===== config.mk =====
export PLATFORM = sky130hd
export DESIGN_NAME = led_matrix_column_scanner_flat
export DESIGN_NICKNAME = d
export VERILOG_FILES = /design/src/rtl/led_matrix_pkg.sv /design/src/rtl/led_matrix_column_scanner_if.sv /design/src/rtl/led_matrix_column_scanner_scan_slot_counter.sv /design/src/rtl/led_matrix_column_scanner.sv /design/src/flat_wrapper.sv
export SDC_FILE = /design/constraint.sdc
export NUM_CORES = 1
export LEC_CHECK = 0
export ABC_AREA = 1
export ABC_CLOCK_PERIOD_IN_PS = 3500
export CELL_PAD_IN_SITES_DETAIL_PLACEMENT = 0
export CELL_PAD_IN_SITES_GLOBAL_PLACEMENT = 1
export CORE_UTILIZATION = 42
export DETAILED_ROUTE_END_ITERATION = 8
export PLACE_DENSITY_LB_ADDON = 0.3
export RECOVER_POWER = 100
export SYNTH_ARGS = -nofsm -noshare
export SYNTH_HDL_FRONTEND = slang
export SYNTH_SLANG_ARGS = --single-unit

===== constraint.sdc =====
create_clock -name clk -period 3.5 [get_ports clk]
set_input_delay 0.875 -clock clk [delete_from_list [all_inputs] [get_ports clk]]
set_output_delay 0.875 -clock clk [all_outputs]
set_load 0.01 [all_outputs]

===== src/rtl/led_matrix_pkg.sv =====
// Constants and helpers shared by the LED matrix column decoders and the column scanner.
package led_matrix_pkg;

    localparam int NUM_COLS  = 5;
    localparam int NUM_ROWS  = 7;
    localparam int COL_IDX_W = $clog2(NUM_COLS);

    typedef logic [NUM_ROWS-1:0] row_img_t;
    typedef logic [NUM_COLS-1:0] col_sel_t;

    localparam row_img_t ROWS_OFF = 7'h7F;
    localparam col_sel_t COLS_OFF = 5'b00000;

    function automatic col_sel_t col_onehot(input logic [COL_IDX_W-1:0] idx);
        col_sel_t sel;
        sel = COLS_OFF;
        for (int i = 0; i < NUM_COLS; i++) begin
            sel[i] = (idx == COL_IDX_W'(i));
        end
        return sel;
    endfunction

endpackage


===== src/rtl/led_matrix_column_scanner_if.sv =====
// Row-image inputs and matrix pin outputs of the column scanner.
interface led_matrix_column_scanner_if;

    logic                                 enable;
    logic [led_matrix_pkg::NUM_ROWS-1:0]  col0_rows;
    logic [led_matrix_pkg::NUM_ROWS-1:0]  col1_rows;
    logic [led_matrix_pkg::NUM_ROWS-1:0]  col2_rows;
    logic [led_matrix_pkg::NUM_ROWS-1:0]  col3_rows;
    logic [led_matrix_pkg::NUM_ROWS-1:0]  col4_rows;
    logic [led_matrix_pkg::NUM_COLS-1:0]  column_select;
    logic [led_matrix_pkg::NUM_ROWS-1:0]  rows_n;
    logic                                 frame_start;

    modport master (
        output enable, col0_rows, col1_rows, col2_rows, col3_rows, col4_rows,
        input  column_select, rows_n, frame_start
    );

    modport slave (
        input  enable, col0_rows, col1_rows, col2_rows, col3_rows, col4_rows,
        output column_select, rows_n, frame_start
    );

endinterface


===== src/rtl/led_matrix_column_scanner_scan_slot_counter.sv =====
// Slot divider and column index for the matrix scan; enable low parks both counters at zero.
module scan_slot_counter
    import led_matrix_pkg::*;
#(
    parameter int SCAN_DIV = 50000,
    parameter int CNT_W    = $clog2(SCAN_DIV)
) (
    input  logic                 clk,
    input  logic                 reset,
    input  logic                 enable_i,
    output logic [CNT_W-1:0]     div_cnt_o,
    output logic [COL_IDX_W-1:0] col_idx_o,
    output logic                 wrap_o,
    output logic                 load_edge_o
);

    localparam logic [CNT_W-1:0]     DIV_LAST = CNT_W'(SCAN_DIV - 1);
    localparam logic [COL_IDX_W-1:0] COL_LAST = COL_IDX_W'(NUM_COLS - 1);

    logic [CNT_W-1:0]     div_cnt_q, div_cnt_d;
    logic [COL_IDX_W-1:0] col_idx_q, col_idx_d;

    assign wrap_o      = (div_cnt_q == DIV_LAST);
    assign load_edge_o = enable_i && (div_cnt_q == '0) && (col_idx_q == '0);
    assign div_cnt_o   = div_cnt_q;
    assign col_idx_o   = col_idx_q;

    always_comb begin
        div_cnt_d = div_cnt_q;
        col_idx_d = col_idx_q;
        if (!enable_i) begin
            div_cnt_d = '0;
            col_idx_d = '0;
        end else if (wrap_o) begin
            div_cnt_d = '0;
            col_idx_d = (col_idx_q == COL_LAST) ? '0 : col_idx_q + 1'b1;
        end else begin
            div_cnt_d = div_cnt_q + 1'b1;
        end
    end

    always_ff @(posedge clk or posedge reset) begin
        if (reset) begin
            div_cnt_q <= '0;
            col_idx_q <= '0;
        end else begin
            div_cnt_q <= div_cnt_d;
            col_idx_q <= col_idx_d;
        end
    end

endmodule


===== src/rtl/led_matrix_column_scanner.sv =====
// Time-multiplexed 5x7 LED matrix scanner with a per-frame image buffer.
// Define LED_SCAN_BLANK_EN to insert BLANK_CYCLES of dead time at the start of each column slot.
module led_matrix_column_scanner
    import led_matrix_pkg::*;
#(
    parameter int SCAN_DIV     = 50000,
    parameter int BLANK_CYCLES = 2
) (
    input  logic                        clk,
    input  logic                        reset,
    led_matrix_column_scanner_if.slave  bus
);

    localparam int CNT_W = $clog2(SCAN_DIV);

    logic [CNT_W-1:0]     div_cnt;
    logic [COL_IDX_W-1:0] col_idx;
    logic                 slot_wrap;
    logic                 load_edge;

    row_img_t col_rows  [NUM_COLS];
    row_img_t frame_buf [NUM_COLS];

    col_sel_t column_select_q, column_select_d;
    row_img_t rows_n_q, rows_n_d;
    logic     frame_start_q, frame_start_d;

    scan_slot_counter #(
        .SCAN_DIV (SCAN_DIV),
        .CNT_W    (CNT_W)
    ) u_slot_counter (
        .clk         (clk),
        .reset       (reset),
        .enable_i    (bus.enable),
        .div_cnt_o   (div_cnt),
        .col_idx_o   (col_idx),
        .wrap_o      (slot_wrap),
        .load_edge_o (load_edge)
    );

    assign col_rows[0] = bus.col0_rows;
    assign col_rows[1] = bus.col1_rows;
    assign col_rows[2] = bus.col2_rows;
    assign col_rows[3] = bus.col3_rows;
    assign col_rows[4] = bus.col4_rows;

    // One image register per column, refreshed only on the frame load edge.
    for (genvar gi = 0; gi < NUM_COLS; gi++) begin : g_frame_buf
        row_img_t img_q;
        always_ff @(posedge clk or posedge reset) begin
            if (reset) begin
                img_q <= '0;
            end else if (load_edge) begin
                img_q <= col_rows[gi];
            end
        end
        assign frame_buf[gi] = img_q;
    end

    always_comb begin
        column_select_d = COLS_OFF;
        rows_n_d        = ROWS_OFF;
        frame_start_d   = 1'b0;
        if (bus.enable) begin
            frame_start_d   = load_edge;
            column_select_d = col_onehot(col_idx);
            // The buffer is being written on this edge, so column 0 comes straight from the input.
            rows_n_d        = load_edge ? ~col_rows[0] : ~frame_buf[col_idx];
`ifdef LED_SCAN_BLANK_EN
            if (div_cnt < CNT_W'(BLANK_CYCLES)) begin
                column_select_d = COLS_OFF;
                rows_n_d        = ROWS_OFF;
            end
`endif
        end
    end

    always_ff @(posedge clk or posedge reset) begin
        if (reset) begin
            column_select_q <= COLS_OFF;
            rows_n_q        <= ROWS_OFF;
            frame_start_q   <= 1'b0;
        end else begin
            column_select_q <= column_select_d;
            rows_n_q        <= rows_n_d;
            frame_start_q   <= frame_start_d;
        end
    end

    assign bus.column_select = column_select_q;
    assign bus.rows_n        = rows_n_q;
    assign bus.frame_start   = frame_start_q;

    logic unused_wrap;
    assign unused_wrap = slot_wrap;

endmodule


===== src/flat_wrapper.sv =====
// flat-port wrapper written by rule: the top's interface ports become plain ports
module led_matrix_column_scanner_flat import led_matrix_pkg::*;
#(
    parameter int SCAN_DIV     = 50000,
    parameter int BLANK_CYCLES = 2
)
  (clk, reset, bus_enable, bus_col0_rows, bus_col1_rows, bus_col2_rows, bus_col3_rows, bus_col4_rows, bus_column_select, bus_rows_n, bus_frame_start);
  led_matrix_column_scanner_if bus_i ();
  input  logic clk;
  input  logic reset;
  input wire logic [$bits(bus_i.enable)-1:0] bus_enable;
  input wire logic [$bits(bus_i.col0_rows)-1:0] bus_col0_rows;
  input wire logic [$bits(bus_i.col1_rows)-1:0] bus_col1_rows;
  input wire logic [$bits(bus_i.col2_rows)-1:0] bus_col2_rows;
  input wire logic [$bits(bus_i.col3_rows)-1:0] bus_col3_rows;
  input wire logic [$bits(bus_i.col4_rows)-1:0] bus_col4_rows;
  output wire logic [$bits(bus_i.column_select)-1:0] bus_column_select;
  output wire logic [$bits(bus_i.rows_n)-1:0] bus_rows_n;
  output wire logic [$bits(bus_i.frame_start)-1:0] bus_frame_start;
  assign bus_i.enable = bus_enable;
  assign bus_i.col0_rows = bus_col0_rows;
  assign bus_i.col1_rows = bus_col1_rows;
  assign bus_i.col2_rows = bus_col2_rows;
  assign bus_i.col3_rows = bus_col3_rows;
  assign bus_i.col4_rows = bus_col4_rows;
  assign bus_column_select = bus_i.column_select;
  assign bus_rows_n = bus_i.rows_n;
  assign bus_frame_start = bus_i.frame_start;
  led_matrix_column_scanner #(.SCAN_DIV(SCAN_DIV), .BLANK_CYCLES(BLANK_CYCLES)) u_core (.clk(clk), .reset(reset), .bus(bus_i));
endmodule

# Word-level counts from Yosys, hierarchy flattened
# Cells that the tools add are included.
# totals
reg_bits	67
output_inout_bits	13
input_bits	38
wordCells	38
# classes
addsub	2
n_reduce_logical	4
order_cmp	1
n_mux	12
bitwise	3
eq_ne	6
# op_table
operator	count
16-bit 2-to-1 mux	2
7-bit 2-to-1 mux	4
7-bit binary-select mux with 3-bit select	1
16-bit by 1-bit adder with 16-bit output, second input constant	1
16-bit equality test, second input constant	1
16-bit zero test	1
7-bit inverter	2
3-bit 2-to-1 mux	3
3-bit by 2-bit equality test with 1-bit output, second input constant	2
5-bit 2-to-1 mux	1
4-bit >= comparator, second input constant	1
3-bit inverter with 4-bit output	1
3-bit by 1-bit adder with 3-bit output, second input constant	1
3-bit by 1-bit equality test with 1-bit output, second input constant	1
3-bit equality test, second input constant	1
3-bit zero test	1
1-bit logical AND	2
2-bit by 1-bit inequality test with 1-bit output, second input constant	1
1-bit 2-to-1 mux	1

# Depth between registers and ports, before layout
# logic_depth
word_depth	7
mapped_depth	12
ltp_nobuf	10

# Cells and area by module
# A second synthesis with hierarchy kept.
# unflattened
cells_unflattened	429
hier_area_um2	3338.2
# by_module_without_submodules
module	seq_area_each_um2	instances	area_each_um2	cells_each
led_matrix_column_scanner	1209.9	1	2224.6	281
scan_slot_counter	475.5	1	1113.6	148

# Least setup slack after synthesis
# No wires, ideal clock.
# synth_timing
path_type	register to register
from	register u_core.u_slot_counter.col_idx_q[0] (netlist: u_core.u_slot_counter.col_idx_o[0])
to	register u_core.g_frame_buf[2].img_q[0]
arrival_time_ps	1754
setup_time_ps	116
stages_incl_launch_ff	13
required_ps	3384
slack_ps	1630
cell_sequence	dfrtp_1 > buf_2 > clkinv_1 > buf_2 > ha_1 > nand3_1 > inv_2 > nand3_4 > inv_2 > buf_6 > buf_6 > nand2_1 > nand2_1
# synth_via
elab_chain_cells	2
# synth_lines
element	line	text
start: declaration	led_matrix_column_scanner_scan_slot_counter.sv:21	logic [COL_IDX_W-1:0] col_idx_q, col_idx_d;
start signal: assignment	led_matrix_column_scanner_scan_slot_counter.sv:48	col_idx_q <= col_idx_d;
3-bit zero test	led_matrix_column_scanner_scan_slot_counter.sv:24	assign load_edge_o = enable_i && (div_cnt_q == '0) && (col_idx_q == '0);
1-bit logical AND	led_matrix_column_scanner_scan_slot_counter.sv:24	
end signal: assignment	led_matrix_column_scanner.sv:54	img_q <= col_rows[gi];
end: declaration	led_matrix_column_scanner.sv:49	row_img_t img_q;
# Every way passes these cells.
# A chain may end at the register's enable or synchronous reset.

# Final worst setup path
# layout_timing
from	input port bus_enable
to	register u_core.g_frame_buf[4].img_q[5]
# layout_via
elab_chain_cells	2
# layout_lines
element	line	text
start: declaration	flat_wrapper.sv:11	input wire logic [$bits(bus_i.enable)-1:0] bus_enable;
1-bit logical AND (2 in series)	led_matrix_column_scanner_scan_slot_counter.sv:24	
end signal: assignment	led_matrix_column_scanner.sv:54	
end: declaration	led_matrix_column_scanner.sv:49	
# Every way passes these cells.

==> impl_metrics.ini <==
[synthesis]
synth.area.top_cells = dfrtp_1 46%, nand2_1 23%, dfstp_2 5.7%
ys_ff_latch = 67
ys_seq_area_share_pct = 51.8
syn_area_mm2 = 0.00325
synth_nets = 469
syn_inst = 424
synth_top_cell_area_share_pct = 46.2
synth_top_area_cell = dfrtp_1
synth_cell_types = 24
yosysWarnings = 0
post_synth.cell_area_avg_um2 = 7.67

[run]
maxCapViolCount = 0

[timing]
timing.fmax_ghz = 0.364
tns_ns = 0
finalCritPeriodShare_pct = 78.4
report.final.slew_viol_count = 0
relSlewSlack_pct = 23.7
skew_ns = 0.00706
postLayoutSetupSlackWorst_ns = 0.755
period_minus_slack_ns = 2.75
hold_violations = 0
rsz0062_at_grt = no
worst_pin_slew_ns = 1.14
setup_viol = 0
whs_ns = 0.461

[cells_and_area]
num-nets-final = 522
diodes = 0
drive_gt1_share_pct = 6.64
layout_commonest_cell = nand2_1
area_growth_syn_to_layout_pct = 23.6
fillers = 743
mostFrequentLayoutCells = 196 x nand2_1, 60 x dfrtp_1, 42 x nor2_1, 35 x nand3_1, 35 x clkdlybuf4s50_1
fin_area_mm2 = 0.00402

[route]
vias = 2829
initialDrtViolationCount = 210
ant_nets = 0
finalWirelength_um = 7440
met1_length_um = 3950
wl_per_cell_um = 12.8
wl_met2_um = 2940
drc_errors = 0
dr.pass1.iters = 5
top_layer = met4
wl_met3_um = 436
via_per_inst = 4.87

[placed_design]
dp_hpwl_um = 5190
port_buffers = 50
placed_cell_area_mm2 = 0.00384
pre_cts_ws_ns = 0.909
routabilityCongestion = 0.828

[worst_setup_path]
arrival_ns = 3.02
critical_path_class = input pin to flip-flop
end_kind = flip-flop
cp-start-kind = input pin
cp_max_fo = 29
crit_buf_inv = 4
required_ns = 3.78
crit_path_frequent_cell = nand2_1
critical-path-max-stage-delay_ns = 0.52
cp_cell_sequence = dlygate4sd3_1 > clkbuf_1 > nand3_1 > inv_1 > nand3_4 > inv_2 > nand2_1 > nand2_1
critPathTopFamily = buffers and inverters
slowest_stage = dlygate4sd3_1

[power]
p_per_area_mw_per_mm2 = 503
irDropWorstVdd_uv = 274
p_leak_nw = 2.04

[clock_tree]
cts.sinks = 67
cts_tree = yes
cts.clk_slew.worst_paths_ns = 0.06
cts_setup_buffers = 0
numCtsBuffers = 9
cts_resized = 0
cts_hold_buf = 0
cts_root_buf = clkbuf_8
clock_latency_ns = 0.34
htreeDepth = 3
clockBufferDepth = 2

[grt]
grt_pass1_vias = 2539
grt-ovfl-total = 0
grt_max_degree = 42
grt_pass1_wl_um = 12900
grt_use_total_pct = 20.3
antenna_found_initial = 0

[floorplanning]
dieWidth_um = 90.0
rows = 31
io_pins = 51
core_mm2 = 0.00737
initial_core_util_pct = 44.1
dieArea_mm2 = 0.00810
die_y_um = 90.0

[worst_hold_path]
hp-class = flip-flop to flip-flop

[status]
outcome = finished, final reports clean
[report_power, final]
part           internal (mW)  total (mW)  switching (mW)
clock network          0.314       0.593           0.279
logic                  0.178       0.406           0.227
registers              0.935        1.02          0.0877
total                   1.43        2.02           0.594
[cell type report]
class | count | area (um^2) | share of cell area [%]
clock buffers | 14 | 173 | 4.29
clock inverters | 2 | 10.0 | 0.249
inverters | 31 | 116 | 2.89
multi-input cells | 313 | 1380 | 34.3
flip-flops and latches | 67 | 1690 | 41.9
well taps | 99 | 124 | 3.08
repair buffers | 55 | 532 | 13.2
[metrics by stage]
step | power (mW) | std cells | utilization [%]
global placement | 1.44 | 565 | 52.2
CTS | 2.05 | 581 | 54.7
detailed placement | 1.45 | 565 | 52.2
finish | 2.02 | 581 | 54.6
global route | 2.15 | 581 | 54.6
floorplan | 1.29 | 424 | -
[routing by layer]
layer,GRT usage (%),vias to the layer above
met2,26.2,91
met5,0,-
li1,-,1418
met3,3.47,10
met4,7.26,0
met1,33.1,1310
[synthesized netlist by cell type, drive strengths merged]
| library cell | number |
|---|---|
| a21oi | 4 |
| a31oi | 1 |
| buf | 7 |
| clkbuf | 6 |
| clkinv | 2 |
| dfrtp | 60 |
| dfstp | 7 |
| ha | 7 |
| inv | 29 |
| nand2 | 197 |
| nand3 | 36 |
| nand4 | 8 |
| nor2 | 45 |
| nor3 | 5 |
| o21ai | 4 |
| o21bai | 1 |
| xnor2 | 1 |
| xor2 | 4 |
[registers in the layout (all words and copies together) (netlist names)]
| signal | flops |
|---|---|
| u_core.u_slot_counter.col_idx_o | 3 |
| u_core.bus.frame_start | 1 |
| u_core.bus.rows_n | 7 |
| u_core.u_slot_counter.div_cnt_o | 16 |
| u_core.bus.column_select | 5 |
| u_core.g_frame_buf.img_q | 35 |
[cell families after synthesis]
group | share of synthesized area, %
AOI/OAI and AO/OA | 1.65
xor gates and xnor gates | 1.35
adders and majority gates | 2.69
buffers and inverters | 5.73
DFF | 51.8
and+or+nand+nor | 36.8
[worst paths after layout]
kind | from | end | slack, ns | cells after the start
max | bus_enable | u_core.g_frame_buf[4].img_q[5] | 0.75 | 8
min | u_core.u_slot_counter.div_cnt_o[0] | u_core.u_slot_counter.div_cnt_o[0] | 0.46 | 1
max reg2reg | u_core.u_slot_counter.col_idx_o[1] | u_core.bus.rows_n[2] | 0.89 | 9
min reg2reg | u_core.u_slot_counter.div_cnt_o[0] | u_core.u_slot_counter.div_cnt_o[0] | 0.46 | 1
max in group asynchronous | reset | u_core.bus.rows_n[5] | 1.09 | 3
min in group asynchronous | reset | u_core.u_slot_counter.col_idx_o[1] | 1.28 | 2
Note: power is estimated with default switching activity, not from simulation.
